--- config.mk ---
export PLATFORM = sky130hd
export DESIGN_NAME = seven_seg_mux_driver
export DESIGN_NICKNAME = d
export VERILOG_FILES = /design/src/rtl/seven_seg_mux_driver.sv
export SDC_FILE = /design/constraint.sdc
export NUM_CORES = 1
export LEC_CHECK = 0
export BUFFER_PORTS_ARGS = -buffer_cell sky130_fd_sc_hd__clkbuf_2
export CORE_AREA = 5 5 72 74
export CTS_CLUSTER_DIAMETER = 30
export DETAILED_ROUTE_END_ITERATION = 7
export DIE_AREA = 0 0 77 79
export MAX_ROUTING_LAYER = met4
export PLACE_DENSITY_LB_ADDON = 0.25
export REMOVE_ABC_BUFFERS = 1
export SYNTH_ARGS = -nofsm -noshare
export SYNTH_HDL_FRONTEND = slang
export SYNTH_SLANG_ARGS = --single-unit
--- constraint.sdc ---
create_clock -name clk -period 2.6 [get_ports clk]
set_input_delay 0.26 -clock clk [delete_from_list [all_inputs] [get_ports clk]]
set_output_delay 0.26 -clock clk [all_outputs]
set_load 0.005 [all_outputs]
--- src/rtl/seven_seg_mux_driver.sv ---
// Four-digit multiplexed seven-segment driver: phase-accumulator scan,
// hex glyph decode and PWM anode gating, all outputs registered.
module seven_seg_mux_driver #(
    parameter logic [19:0] CNTR_STEP = 20'h00010
) (
    input  logic        clk,
    input  logic        rst,
    input  logic [15:0] disp_buf,
    input  logic [3:0]  dp,
    input  logic [7:0]  lum,
    output logic [3:0]  an_mux,
    output logic [6:0]  seg_mux,
    output logic        dp_mux
);

    logic [19:0] acc;
    logic [1:0]  idx;
    logic [7:0]  pwm_cnt;

    logic [20:0] acc_sum;
    logic        acc_carry;
    logic        pwm_on;
    logic [3:0]  nib;
    logic [6:0]  glyph;
    logic [3:0]  an_next;

    // Carry out of the 20-bit sum is the digit-advance strobe; the
    // remainder stays in acc so the long-run scan rate never drifts.
    assign acc_sum   = {1'b0, acc} + {1'b0, CNTR_STEP};
    assign acc_carry = acc_sum[20];

    assign pwm_on  = (lum == 8'hFF) | (pwm_cnt < lum);
    assign nib     = disp_buf[{idx, 2'b00} +: 4];
    assign an_next = pwm_on ? ~(4'b0001 << idx) : 4'b1111;

    always_comb begin
        glyph = 7'h7F;
        unique case (nib)
            4'h0: glyph = 7'h40;
            4'h1: glyph = 7'h79;
            4'h2: glyph = 7'h24;
            4'h3: glyph = 7'h30;
            4'h4: glyph = 7'h19;
            4'h5: glyph = 7'h12;
            4'h6: glyph = 7'h02;
            4'h7: glyph = 7'h78;
            4'h8: glyph = 7'h00;
            4'h9: glyph = 7'h10;
            4'hA: glyph = 7'h08;
            4'hB: glyph = 7'h03;
            4'hC: glyph = 7'h46;
            4'hD: glyph = 7'h21;
            4'hE: glyph = 7'h06;
            4'hF: glyph = 7'h0E;
        endcase
    end

    always_ff @(posedge clk) begin
        if (rst) begin
            acc     <= '0;
            idx     <= '0;
            pwm_cnt <= '0;
            an_mux  <= 4'b1111;
            seg_mux <= 7'h7F;
            dp_mux  <= 1'b1;
        end else begin
            acc     <= acc_sum[19:0];
            idx     <= idx + {1'b0, acc_carry};
            pwm_cnt <= pwm_cnt + 8'd1;
            // Segments stay driven while PWM blanks the anodes.
            an_mux  <= an_next;
            seg_mux <= glyph;
            dp_mux  <= ~dp[idx];
        end
    end

endmodule

==> tab_implementation.tex, run 1 <==
\begin{tabular}{lr}
\hline
Metric & Value \\
\hline
\multicolumn{2}{l}{\textbf{Clocking}} \\
Cts-stage hold buffer count & 0 \\
Post-CTS Setup Bufs & 0 \\
Cell at the root of the clock tree & sky130\_fd\_sc\_hd\_\_clkbuf\_8 \\
Insertion delay of the later-clocked pin in the worst-skew pair & 0.28 ns \\
Clock-pin transition on the worst setup and hold timing paths & 0.07 ns \\
Clock tree from TritonCTS & done \\
Number of resized instances in the post-cts repair step & 0 \\
Number of CTS-inserted buffers & 5 \\
Clock tree buffer depth & 2 \\
CTS Sinks & 38 \\
\# H-tree levels & 2 \\
\multicolumn{2}{l}{\textbf{STA}} \\
Final Skew & 0.00577 ns \\
Hold Violations, Final & 0 \\
Slew of the pin with the lowest slew margin & 0.463 ns \\
Final Cycle Share & 77.9\% \\
Max Slew Vio Count & 0 \\
Headroom to the max-slew limit & 68.9\% \\
Setup\_tns & 0 ns \\
Final critical delay including setup and external delays & 2.02 ns \\
Final setup slack of the worst path & 0.575 ns \\
Peak clock frequency supported by timing & 494 MHz \\
Unrepaired setup endpoints after global routing & false \\
\# setup viols final & 0 \\
\multicolumn{2}{l}{\textbf{Job}} \\
Max Cap Viol & 0 \\
\multicolumn{2}{l}{\textbf{Floorplan}} \\
Area inside the core boundary & 4540 sq um \\
Die outline width & 77 um \\
Number of placement rows & 25 \\
Number of I/O pins & 42 \\
Initial core utilization & 43.8\% \\
Die Area & 6080 sq um \\
Vertical die dimension & 79 um \\
\multicolumn{2}{l}{\textbf{Placed design}} \\
I/O Buffers & 41 \\
Setup slack after placement & 0.587 ns \\
Number of instances in the placed design & 301 \\
Final weighted congestion in routability-driven placement & 0.799 \\
Post-DP HPWL & 2.86 mm \\
\multicolumn{2}{l}{\textbf{Power}} \\
Switching Share & 23.8\% \\
Switching component of the power & 264 uW \\
Fraction of power consumed by the clock network & 34.2\% \\
Areal power density over the cells & 481 nW/um\^{}2 \\
Leakage & 0.000983 uW \\
Worst IR drop on VDD & 289 uV \\
Portion of total power attributed to sequential cells & 55.1\% \\
Fraction of power consumed by combinational cells & 10.7\% \\
Internal portion of total power & 845 uW \\
\multicolumn{2}{l}{\textbf{Global route}} \\
Number of antenna violations at the first check in global routing & 0 \\
Wire length of the first global-routing pass & 6.80 mm \\
GRT Overall Usage & 13.9\% \\
Largest net degree at the start of global routing & 20 \\
Overflow after GRT & 0 \\
Via count of the first global-routing pass & 1,540 \\
\multicolumn{2}{l}{\textbf{Finish}} \\
Most frequent standard cell in the layout excluding fill and tap cells & sky130\_fd\_sc\_hd\_\_clkbuf\_2 \\
Leading cell types in the layout, fill and taps excluded & sky130\_fd\_sc\_hd\_\_clkbuf\_2, sky130\_fd\_sc\_hd\_\_dfxtp\_1, sky130\_fd\_sc\_hd\_\_nor2\_1 \\
Area growth, synth to finish & 16.1\% \\
Final std cells w/o fill & 308 \\
Final-stage net count & 300 \\
Number of diodes added for antenna fixing & 0 \\
Share of post-route cells with drive strength above 1 & 23.2\% \\
\multicolumn{2}{l}{\textbf{Yosys}} \\
Post-synthesis instance area & 1990 sq um \\
Synthesized area divided by synthesized cell count & 9.37 sq um \\
Seq/Total Area, Yosys & 38.3\% \\
Post-synth ARST share & 0\% \\
Most common flop cell mapped by yosys & sky130\_fd\_sc\_hd\_\_dfxtp\_1 \\
Number of unique standard cell types used by synthesis & 45 \\
Number of flip-flops and latches in the synthesized netlist & 38 \\
EDFF count, synth & 0 \\
Synth Warn \# & 0 \\
Post-synthesis instance total & 212 \\
\multicolumn{2}{l}{\textbf{Drt}} \\
First DRT Iteration DRCs & 71 \\
Routed vias/inst & 5.05 \\
Routed Wire Length & 3.78 mm \\
DRC & 0 \\
DR WL/cell & 12.3 um \\
Via count & 1,555 \\
ANT nets after route & 0 \\
Iteration count of the initial detailed-routing pass & 4 \\
\multicolumn{2}{l}{\textbf{Status}} \\
Status & complete, no violations \\
\multicolumn{2}{l}{\textbf{Worst setup path}} \\
Delay of the slowest cell on the worst path & 0.58 ns \\
Data required time of the critical path & 2.76 ns \\
Top fanout value on the critical path & 11 \\
Critical path class & reg2reg \\
Crit-path slowest cell & sky130\_fd\_sc\_hd\_\_dfxtp\_1 \\
Element type at the critical path end & flop \\
Sequence of cells on the critical path & mux4\_1 > inv\_1 > ha\_1 > or2\_2 > a211oi\_1 > a31oi\_1 \\
Arr. time, crit path & 2.19 ns \\
Critical Path Source Type & flop \\
\multicolumn{2}{l}{\textbf{Worst hold path}} \\
Min-Delay Path Class & in2reg \\
\hline
\end{tabular}
Yosys cell counts (all sizes together), types with 2 or more instances:
master | n | share of area (%)
nand3 | 9 | 2.3
or2 | 2 | 0.76
o221ai | 2 | 0.88
mux4 | 5 | 6.2
dfxtp | 38 | 38
clkbuf | 3 | 0.57
nor2 | 30 | 5.7
buf | 5 | 1.8
nand2 | 11 | 2.1
nor4 | 5 | 1.9
inv | 15 | 2.8
a21oi | 7 | 1.8
xnor2 | 14 | 6.2
nor3 | 7 | 1.8
and3 | 3 | 0.95
nand2b | 3 | 0.95
nor2b | 4 | 1.3
nand4 | 5 | 1.6
mux2 | 3 | 1.9
xor2 | 5 | 2.2
ha | 16 | 10
o211ai | 3 | 1.4
mux2i | 2 | 1.0
stage by stage:
step                      utilization [%]  total power (uW)  area (sq um)  hold slack, ns
after floorplan                         -               688          1940           0.327
after global placement               49.1               743          2230           0.436
after detailed placement             49.1               744          2230           0.446
after CTS                            50.8              1130          2310           0.352
after global routing                 50.8              1180          2310           0.353
final                                50.8              1110          2310           0.358
critical path, delay by kind of cell, from the launching register on:
kind / cells / cell delay (ns)
DFF: 1 / 0.58
buffers and inverters: 1 / 0.12
adders and majority gates: 1 / 0.27
muxes: 1 / 0.34
AOI/OAI and AO/OA: 2 / 0.29
and+or+nand+nor: 1 / 0.30
flip-flops by register name (all words and copies together) (netlist names):
name	flops
seg_mux	7
pwm_cnt	8
dp_mux	1
idx	2
acc	16
an_mux	4
layout make-up:
class / instances / area, sq um
fill: 440 / 2230
clock inverter: 1 / 7.51
inverter: 16 / 60.1
sequential: 38 / 761
tap: 54 / 67.6
clock buffer: 6 / 72.6
timing repair buffer: 43 / 220
multi-input combinational: 150 / 1120
logic make-up (layout without fill, tap and decap cells):
logic type,Yosys count,in the layout,synth area share [%]
XOR/XNOR,19,19,8.38
AND/OR/NAND/NOR,83,83,20.7
multiplexers,10,10,9.14
buffers and inverters,24,66,5.42
flip-flops,38,38,38.3
AO/OA/AOI/OAI,22,22,8.00
adder cells (fa/ha/maj),16,16,10.1
layer usage:
metal | GRT usage, % | share of wire (%) | wire length (um)
met2 | 22.5 | 46 | 1740
met3 | 4.54 | 6.6 | 251
met1 | 16.5 | 46 | 1730
met4 | 4.12 | 1.3 | 48
met5 | - | 0 | 0
power groups by stage:
| stage | registers, uW | logic [uW] | clock network [uW] |
|---|---|---|---|
| 2_1_floorplan | 624 | 63.4 | 0 |
| 3_3_place_gp | 624 | 119 | 0 |
| 3_5_place_dp | 625 | 119 | 0 |
| 4_1_cts | 611 | 121 | 397 |
| 5_1_grt | 614 | 136 | 427 |
| 6_report | 611 | 119 | 380 |
worst paths after layout:
check / slack, ns / to / from / cells after the start
setup / recovery: 0.58 / seg_mux[3]$_SDFF_PP1_ / idx[1]$_SDFF_PP0_ / 6
hold / removal: 0.36 / dp_mux$_SDFF_PP1_ / dp[0] / 3
setup reg to reg: 0.58 / seg_mux[3]$_SDFF_PP1_ / idx[1]$_SDFF_PP0_ / 6
hold reg to reg: 0.46 / pwm_cnt[0]$_SDFF_PP0_ / pwm_cnt[0]$_SDFF_PP0_ / 1
No activity file was read; power rests on OpenSTA's default activity.
==> run 2, diff against run 1 <==
clock period = 2 ns   (was 2.6 ns; I/O delays follow)
==> run 2 against run 1 <==
Critical path depth stayed put. Final area rose by 5.5%. Utilization rose by 2.8 points. Non-clock buffer count grew 9. Register-to-register slack got worse by 0.43 ns. Sequential power rose by 30%. Clock skew shrank 0.0022 ns. Die area is the same. Maximum frequency up 9.3%. First-iteration DRC count shrank 15%. Highest routed layer unchanged.
==> tab_implementation.tex, run 2 (same netlist as run 1, synthesis figures left out) <==
\begin{tabular}{lr}
\hline
Metric & Value \\
\hline
\multicolumn{2}{l}{\textbf{Drt}} \\
Routed Wire Length & 4.13 mm \\
Via count & 1,644 \\
DRC & 0 \\
Routed vias/inst & 5.17 \\
Iteration count of the initial detailed-routing pass & 4 \\
First DRT Iteration DRCs & 60 \\
DR WL/cell & 13.0 um \\
ANT nets after route & 0 \\
\multicolumn{2}{l}{\textbf{Global route}} \\
Wire length of the first global-routing pass & 7.27 mm \\
GRT Overall Usage & 15.1\% \\
Number of antenna violations at the first check in global routing & 0 \\
Overflow after GRT & 0 \\
Via count of the first global-routing pass & 1,603 \\
Largest net degree at the start of global routing & 33 \\
\multicolumn{2}{l}{\textbf{Clocking}} \\
Clock tree buffer depth & 2 \\
Clock-pin transition on the worst setup and hold timing paths & 0.08 ns \\
Clock tree from TritonCTS & done \\
CTS Sinks & 38 \\
\# H-tree levels & 2 \\
Insertion delay of the later-clocked pin in the worst-skew pair & 0.29 ns \\
Cell at the root of the clock tree & sky130\_fd\_sc\_hd\_\_clkbuf\_8 \\
Cts-stage hold buffer count & 0 \\
Number of CTS-inserted buffers & 5 \\
\multicolumn{2}{l}{\textbf{Worst setup path}} \\
Data required time of the critical path & 2.16 ns \\
Arr. time, crit path & 2.02 ns \\
Top fanout value on the critical path & 6 \\
Sequence of cells on the critical path & mux4\_2 > buf\_4 > ha\_1 > mux2\_4 > nand2\_1 > o211ai\_2 \\
Critical path class & reg2reg \\
Critical Path Source Type & flop \\
Delay of the slowest cell on the worst path & 0.50 ns \\
Element type at the critical path end & flop \\
Crit-path slowest cell & sky130\_fd\_sc\_hd\_\_dfxtp\_1 \\
\multicolumn{2}{l}{\textbf{Finish}} \\
Register with the highest flop count & acc \\
Leading cell types in the layout, fill and taps excluded & sky130\_fd\_sc\_hd\_\_clkbuf\_2, sky130\_fd\_sc\_hd\_\_dfxtp\_1, sky130\_fd\_sc\_hd\_\_nor2\_1 \\
Sequential cell area in the final layout & 762 sq um \\
Area used by multi-input combinational logic & 1110 sq um \\
Most frequent standard cell in the layout excluding fill and tap cells & sky130\_fd\_sc\_hd\_\_clkbuf\_2 \\
Largest registers in the final layout & acc: 16 flops, pwm\_cnt: 8 flops, seg\_mux: 7 flops \\
Share of post-route cells with drive strength above 1 & 27.3\% \\
Area growth, synth to finish & 22.6\% \\
Fill cell count & 428 \\
Number of diodes added for antenna fixing & 0 \\
Number of flip-flops in the largest register & 16 \\
Final-stage net count & 309 \\
Final std cells w/o fill & 318 \\
\multicolumn{2}{l}{\textbf{Power}} \\
Areal power density over the cells & 724 nW/um\^{}2 \\
Worst IR drop on VDD & 417 uV \\
Leakage & 0.00106 uW \\
\multicolumn{2}{l}{\textbf{Job}} \\
Max Cap Viol & 0 \\
\multicolumn{2}{l}{\textbf{STA}} \\
Unrepaired setup endpoints after global routing & false \\
Final Skew & 0.00353 ns \\
Hold Violations, Final & 0 \\
Slew of the pin with the lowest slew margin & 0.460 ns \\
Peak clock frequency supported by timing & 540 MHz \\
Tightest hold margin & 0.322 ns \\
Final critical delay including setup and external delays & 1.85 ns \\
Max Slew Vio Count & 0 \\
Headroom to the max-slew limit & 69.1\% \\
\# setup viols final & 0 \\
Final Cycle Share & 92.6\% \\
Final setup slack of the worst path & 0.148 ns \\
\multicolumn{2}{l}{\textbf{Floorplan}} \\
Number of placement rows & 25 \\
Area inside the core boundary & 4540 sq um \\
Vertical die dimension & 79 um \\
Number of I/O pins & 42 \\
Die Area & 6080 sq um \\
Initial core utilization & 43.8\% \\
Die outline width & 77 um \\
\multicolumn{2}{l}{\textbf{Status}} \\
Status & complete, no violations \\
\multicolumn{2}{l}{\textbf{Placed design}} \\
Final weighted congestion in routability-driven placement & 0.838 \\
I/O Buffers & 41 \\
Number of instances in the placed design & 308 \\
Setup slack after placement & 0.107 ns \\
Post-DP HPWL & 3.11 mm \\
\multicolumn{2}{l}{\textbf{Worst hold path}} \\
Min-Delay Path Class & in2reg \\
\hline
\end{tabular}
==> run 2: cell count changes in the layout (fill, tap and decap cells not counted) <==
| cell | delta |
|---|---|
| sky130_fd_sc_hd__mux4_1 | -1 |
| sky130_fd_sc_hd__dfxtp_2 | +1 |
| sky130_fd_sc_hd__clkbuf_1 | -1 |
| sky130_fd_sc_hd__bufinv_16 | +2 |
| sky130_fd_sc_hd__clkbuf_8 | +1 |
| sky130_fd_sc_hd__mux4_2 | +1 |
| sky130_fd_sc_hd__dfxtp_1 | -1 |
| sky130_fd_sc_hd__clkinvlp_4 | -1 |
| sky130_fd_sc_hd__buf_4 | +9 |
==> run 2: what timing repair did <==
action                                  4_1_cts  5_1_grt
endpoints found under the setup margin        0        5
resized for setup                             0        2
buffers inserted                              0        2
==> run 2: through the flow <==
stage               power, uW  utilization, %  area, sq um  TNS (ns)
floorplan                 894               -         1940    -0.124
global placement          974            50.2         2280         0
detailed placement        976            50.2         2280         0
CTS                      1790            53.4         2420         0
global route             1860            53.7         2430         0
finish                   1760            53.7         2430         0
==> run 2: path summary, 6_finish.rpt <==
check	endpoint	slack, ns	from	depth (start not counted)
worst max-delay path	seg_mux[5]$_SDFF_PP1_	0.15	idx[1]$_SDFF_PP0_	6
worst min-delay path	dp_mux$_SDFF_PP1_	0.32	dp[2]	3
worst max register to register	seg_mux[5]$_SDFF_PP1_	0.15	idx[1]$_SDFF_PP0_	6
worst min register to register	pwm_cnt[0]$_SDFF_PP0_	0.46	pwm_cnt[0]$_SDFF_PP0_	1
==> run 2: cell type report <==
cell class,count,share of cell area (%)
Clock buffer,6,3.39
Clock inverter,2,2.47
Inverter,16,2.47
Multi-Input combinational cell,150,45.8
Sequential cell,38,31.3
Tap cell,54,2.78
Timing Repair Buffer,52,11.8
==> run 2: worst max-delay path: cells and delay by family (launching register included) <==
family	cells	cell delay, ns
AO/OA/AOI/OAI	1	0.10
adder cells (fa/ha/maj)	1	0.22
multiplexers	2	0.66
AND/OR/NAND/NOR	1	0.09
flip-flops	1	0.50
buffers and inverters	1	0.16
==> run 2: per-layer routing <==
| layer | GRT usage (%) | vias to the layer above | part of all wire, % |
|---|---|---|---|
| li1 | - | 836 | - |
| met1 | 17.1 | 767 | 42 |
| met2 | 26.1 | 36 | 52 |
| met3 | 4.31 | 5 | 4.7 |
| met4 | 4.30 | 0 | 0.87 |
| met5 | - | - | 0 |
==> run 2: power by group <==
| part | switching [uW] | internal, uW | leakage (uW) |
|---|---|---|---|
| Combinational | 80.9 | 87.0 | 0.000675 |
| Clock | 269 | 532 | 0.0000714 |
| Sequential | 12.9 | 781 | 0.000311 |
==> run 3, diff against run 2 <==
CORE_AREA = 5 5 112 72   (was 5 5 72 74)
DIE_AREA = 0 0 117 77   (was 0 0 77 79)
==> run 3 against run 2 <==
Die area up 48%. Sequential share of layout area down 0.58 points. Hold slack got worse by 0.016 ns. Register-to-register slack about the same. Sequential cell count stayed put. Critical path depth is the same. Routed wire length up 7.6%. Critical endpoint is now seg_mux[1]$_SDFF_PP1_.
==> tab_implementation.tex, run 3 (same netlist as run 1, synthesis figures left out) <==
\begin{tabular}{lr}
\hline
Metric & Value \\
\hline
\multicolumn{2}{l}{\textbf{Status}} \\
Status & complete, no violations \\
\multicolumn{2}{l}{\textbf{Worst setup path}} \\
Crit-path slowest cell & sky130\_fd\_sc\_hd\_\_mux4\_2 \\
Critical path class & reg2reg \\
Element type at the critical path end & flop \\
Delay of the slowest cell on the worst path & 0.53 ns \\
Reg2reg setup slack & 0.14 ns \\
Endpoint of the lowest-slack register-to-register path & seg\_mux[1]\$\_SDFF\_PP1\_ \\
Origin of the worst setup path & idx[0]\$\_SDFF\_PP0\_ \\
Reg-to-Reg Start & idx[0]\$\_SDFF\_PP0\_ \\
Top fanout value on the critical path & 5 \\
Arr. time, crit path & 2.02 ns \\
Data required time of the critical path & 2.16 ns \\
Sequence of cells on the critical path & mux4\_2 > buf\_4 > inv\_1 > ha\_1 > o211ai\_1 > o211ai\_1 \\
Crit path capture & seg\_mux[1]\$\_SDFF\_PP1\_ \\
Cell seen most often among critical-path stages & sky130\_fd\_sc\_hd\_\_o211ai\_1 \\
Critical Path Source Type & flop \\
Worst Reg2Reg Path Length in Cells & 6 \\
\multicolumn{2}{l}{\textbf{STA}} \\
Hold Violations, Final & 0 \\
Max Slew Vio Count & 0 \\
Headroom to the max-slew limit & 65.4\% \\
Final Skew & 0.00193 ns \\
Unrepaired setup endpoints after global routing & false \\
Final critical delay including setup and external delays & 1.86 ns \\
Final Cycle Share & 93.1\% \\
Tightest hold margin & 0.306 ns \\
Slew of the pin with the lowest slew margin & 0.506 ns \\
\# setup viols final & 0 \\
Peak clock frequency supported by timing & 537 MHz \\
\multicolumn{2}{l}{\textbf{Global route}} \\
GRT Overall Usage & 10.6\% \\
Wire length of the first global-routing pass & 7.11 mm \\
Overflow after GRT & 0 \\
Via count of the first global-routing pass & 1,502 \\
Largest net degree at the start of global routing & 19 \\
Number of antenna violations at the first check in global routing & 0 \\
\multicolumn{2}{l}{\textbf{Placed design}} \\
I/O Buffers & 41 \\
Placed standard-cell area & 2350 sq um \\
Final weighted congestion in routability-driven placement & 0.837 \\
Post-DP HPWL & 3.50 mm \\
Number of instances in the placed design & 348 \\
\multicolumn{2}{l}{\textbf{Drt}} \\
Highest metal layer with signal wires & met4 \\
First DRT Iteration DRCs & 45 \\
DR WL/cell & 12.5 um \\
Routed Wire Length & 4.44 mm \\
DRC & 0 \\
Via count & 1,590 \\
WL met3 & 262 um \\
Post-route met1 wirelength & 2.28 mm \\
Routed vias/inst & 4.48 \\
ANT nets after route & 0 \\
Iteration count of the initial detailed-routing pass & 4 \\
Met2 Routed Length & 1.85 mm \\
\multicolumn{2}{l}{\textbf{Finish}} \\
Most frequent standard cell in the layout excluding fill and tap cells & sky130\_fd\_sc\_hd\_\_clkbuf\_2 \\
Final std cells w/o fill & 355 \\
Area used by multi-input combinational logic & 1110 sq um \\
Register with the highest flop count & acc \\
Leading cell types in the layout, fill and taps excluded & sky130\_fd\_sc\_hd\_\_clkbuf\_2, sky130\_fd\_sc\_hd\_\_dfxtp\_1, sky130\_fd\_sc\_hd\_\_nor2\_1 \\
Number of flip-flops in the largest register & 16 \\
Final-stage net count & 310 \\
Fill cell count & 729 \\
Sequential cell area in the final layout & 762 sq um \\
Area growth, synth to finish & 24.9\% \\
Number of diodes added for antenna fixing & 0 \\
Share of post-route cells with drive strength above 1 & 27.3\% \\
Largest registers in the final layout & acc: 16 flops, pwm\_cnt: 8 flops, seg\_mux: 7 flops \\
Final design area excluding fillers & 2480 sq um \\
\multicolumn{2}{l}{\textbf{Floorplan}} \\
Vertical die dimension & 77 um \\
Initial core utilization & 28.5\% \\
Number of placement rows & 24 \\
Die outline width & 117 um \\
Number of I/O pins & 42 \\
Die Area & 9010 sq um \\
Area inside the core boundary & 6970 sq um \\
\multicolumn{2}{l}{\textbf{Clocking}} \\
CTS Sinks & 38 \\
Number of resized instances in the post-cts repair step & 1 \\
Cell at the root of the clock tree & sky130\_fd\_sc\_hd\_\_clkbuf\_16 \\
Clock tree buffer depth & 2 \\
Insertion delay of the later-clocked pin in the worst-skew pair & 0.28 ns \\
Cts-stage hold buffer count & 0 \\
Clock-pin transition on the worst setup and hold timing paths & 0.06 ns \\
\# H-tree levels & 2 \\
Clock tree from TritonCTS & done \\
Number of CTS-inserted buffers & 5 \\
Post-CTS Setup Bufs & 0 \\
\multicolumn{2}{l}{\textbf{Worst hold path}} \\
Min-Delay Path Class & in2reg \\
\multicolumn{2}{l}{\textbf{Power}} \\
Worst IR drop on VDD & 367 uV \\
Switching Share & 22.7\% \\
Internal portion of total power & 1320 uW \\
Areal power density over the cells & 687 nW/um\^{}2 \\
Fraction of power consumed by the clock network & 43.5\% \\
Switching component of the power & 387 uW \\
Fraction of power consumed by combinational cells & 9.8\% \\
Leakage & 0.00106 uW \\
Portion of total power attributed to sequential cells & 46.7\% \\
\multicolumn{2}{l}{\textbf{Job}} \\
Max Cap Viol & 0 \\
\hline
\end{tabular}
[run 3: cell count changes in the layout (fill, tap and decap cells not counted), sizes merged]
cell,previous run,this run
clkbuf,47,46
clkinv,1,3
buf,11,12
bufinv,2,0
[run 3: how the worst min path moves through the flow]
stage | start | end | cells after the start | slack [ns]
6_report | dp[3] | dp_mux$_SDFF_PP1_ | 3 | 0.31
2_1_floorplan | rst | acc[4]$_SDFF_PP0_ | 1 | 0.27
5_1_grt | dp[0] | dp_mux$_SDFF_PP1_ | 3 | 0.32
4_1_cts | dp[3] | dp_mux$_SDFF_PP1_ | 3 | 0.31
3_3_place_gp | acc[4]$_SDFF_PP0_ | acc[4]$_SDFF_PP0_ | 1 | 0.44
3_5_place_dp | pwm_cnt[0]$_SDFF_PP0_ | pwm_cnt[0]$_SDFF_PP0_ | 1 | 0.44
[run 3: through the flow]
step / worst slack, ns / utilization (%) / total power, uW / TNS (ns)
6_report: 0.138 / 35.6 / 1700 / 0
5_1_grt: 0.00913 / 35.6 / 1790 / 0
4_1_cts: 0.0401 / 35.7 / 1740 / 0
3_5_place_dp: -0.0311 / 33.7 / 982 / -0.0745
3_3_place_gp: 0.0228 / 33.7 / 982 / 0
2_1_floorplan: -0.124 / - / 894 / -0.124
[run 3: metal layers]
layer / GRT usage, % / vias up
li1: - / 836
met1: 14.5 / 721
met2: 14.3 / 29
met3: 3.54 / 4
met4: 4.12 / 0
met5: - / -
[run 3: power groups by stage]
stage	Combinational, uW	Clock, uW	Sequential (uW)
after floorplan	82.5	0	812
after global placement	170	0	813
after detailed placement	170	0	813
after CTS	171	772	796
after global routing	191	804	798
final	167	742	796
[run 3: layout make-up]
| class | count | area share (%) |
|---|---|---|
| multi-input combinational | 150 | 44.9 |
| sequential | 38 | 30.7 |
| timing repair buffer | 53 | 11.9 |
| clock buffer | 5 | 5.05 |
| tap | 91 | 4.59 |
| inverter | 16 | 2.42 |
| clock inverter | 2 | 0.404 |
[run 3: worst max-delay path, delay by kind of cell, from the launching register on]
family,cells,cell delay [ns]
DFF,1,0.39
adders and majority gates,1,0.26
muxes,1,0.53
AOI/OAI and AO/OA,2,0.29
buffers and inverters,2,0.27
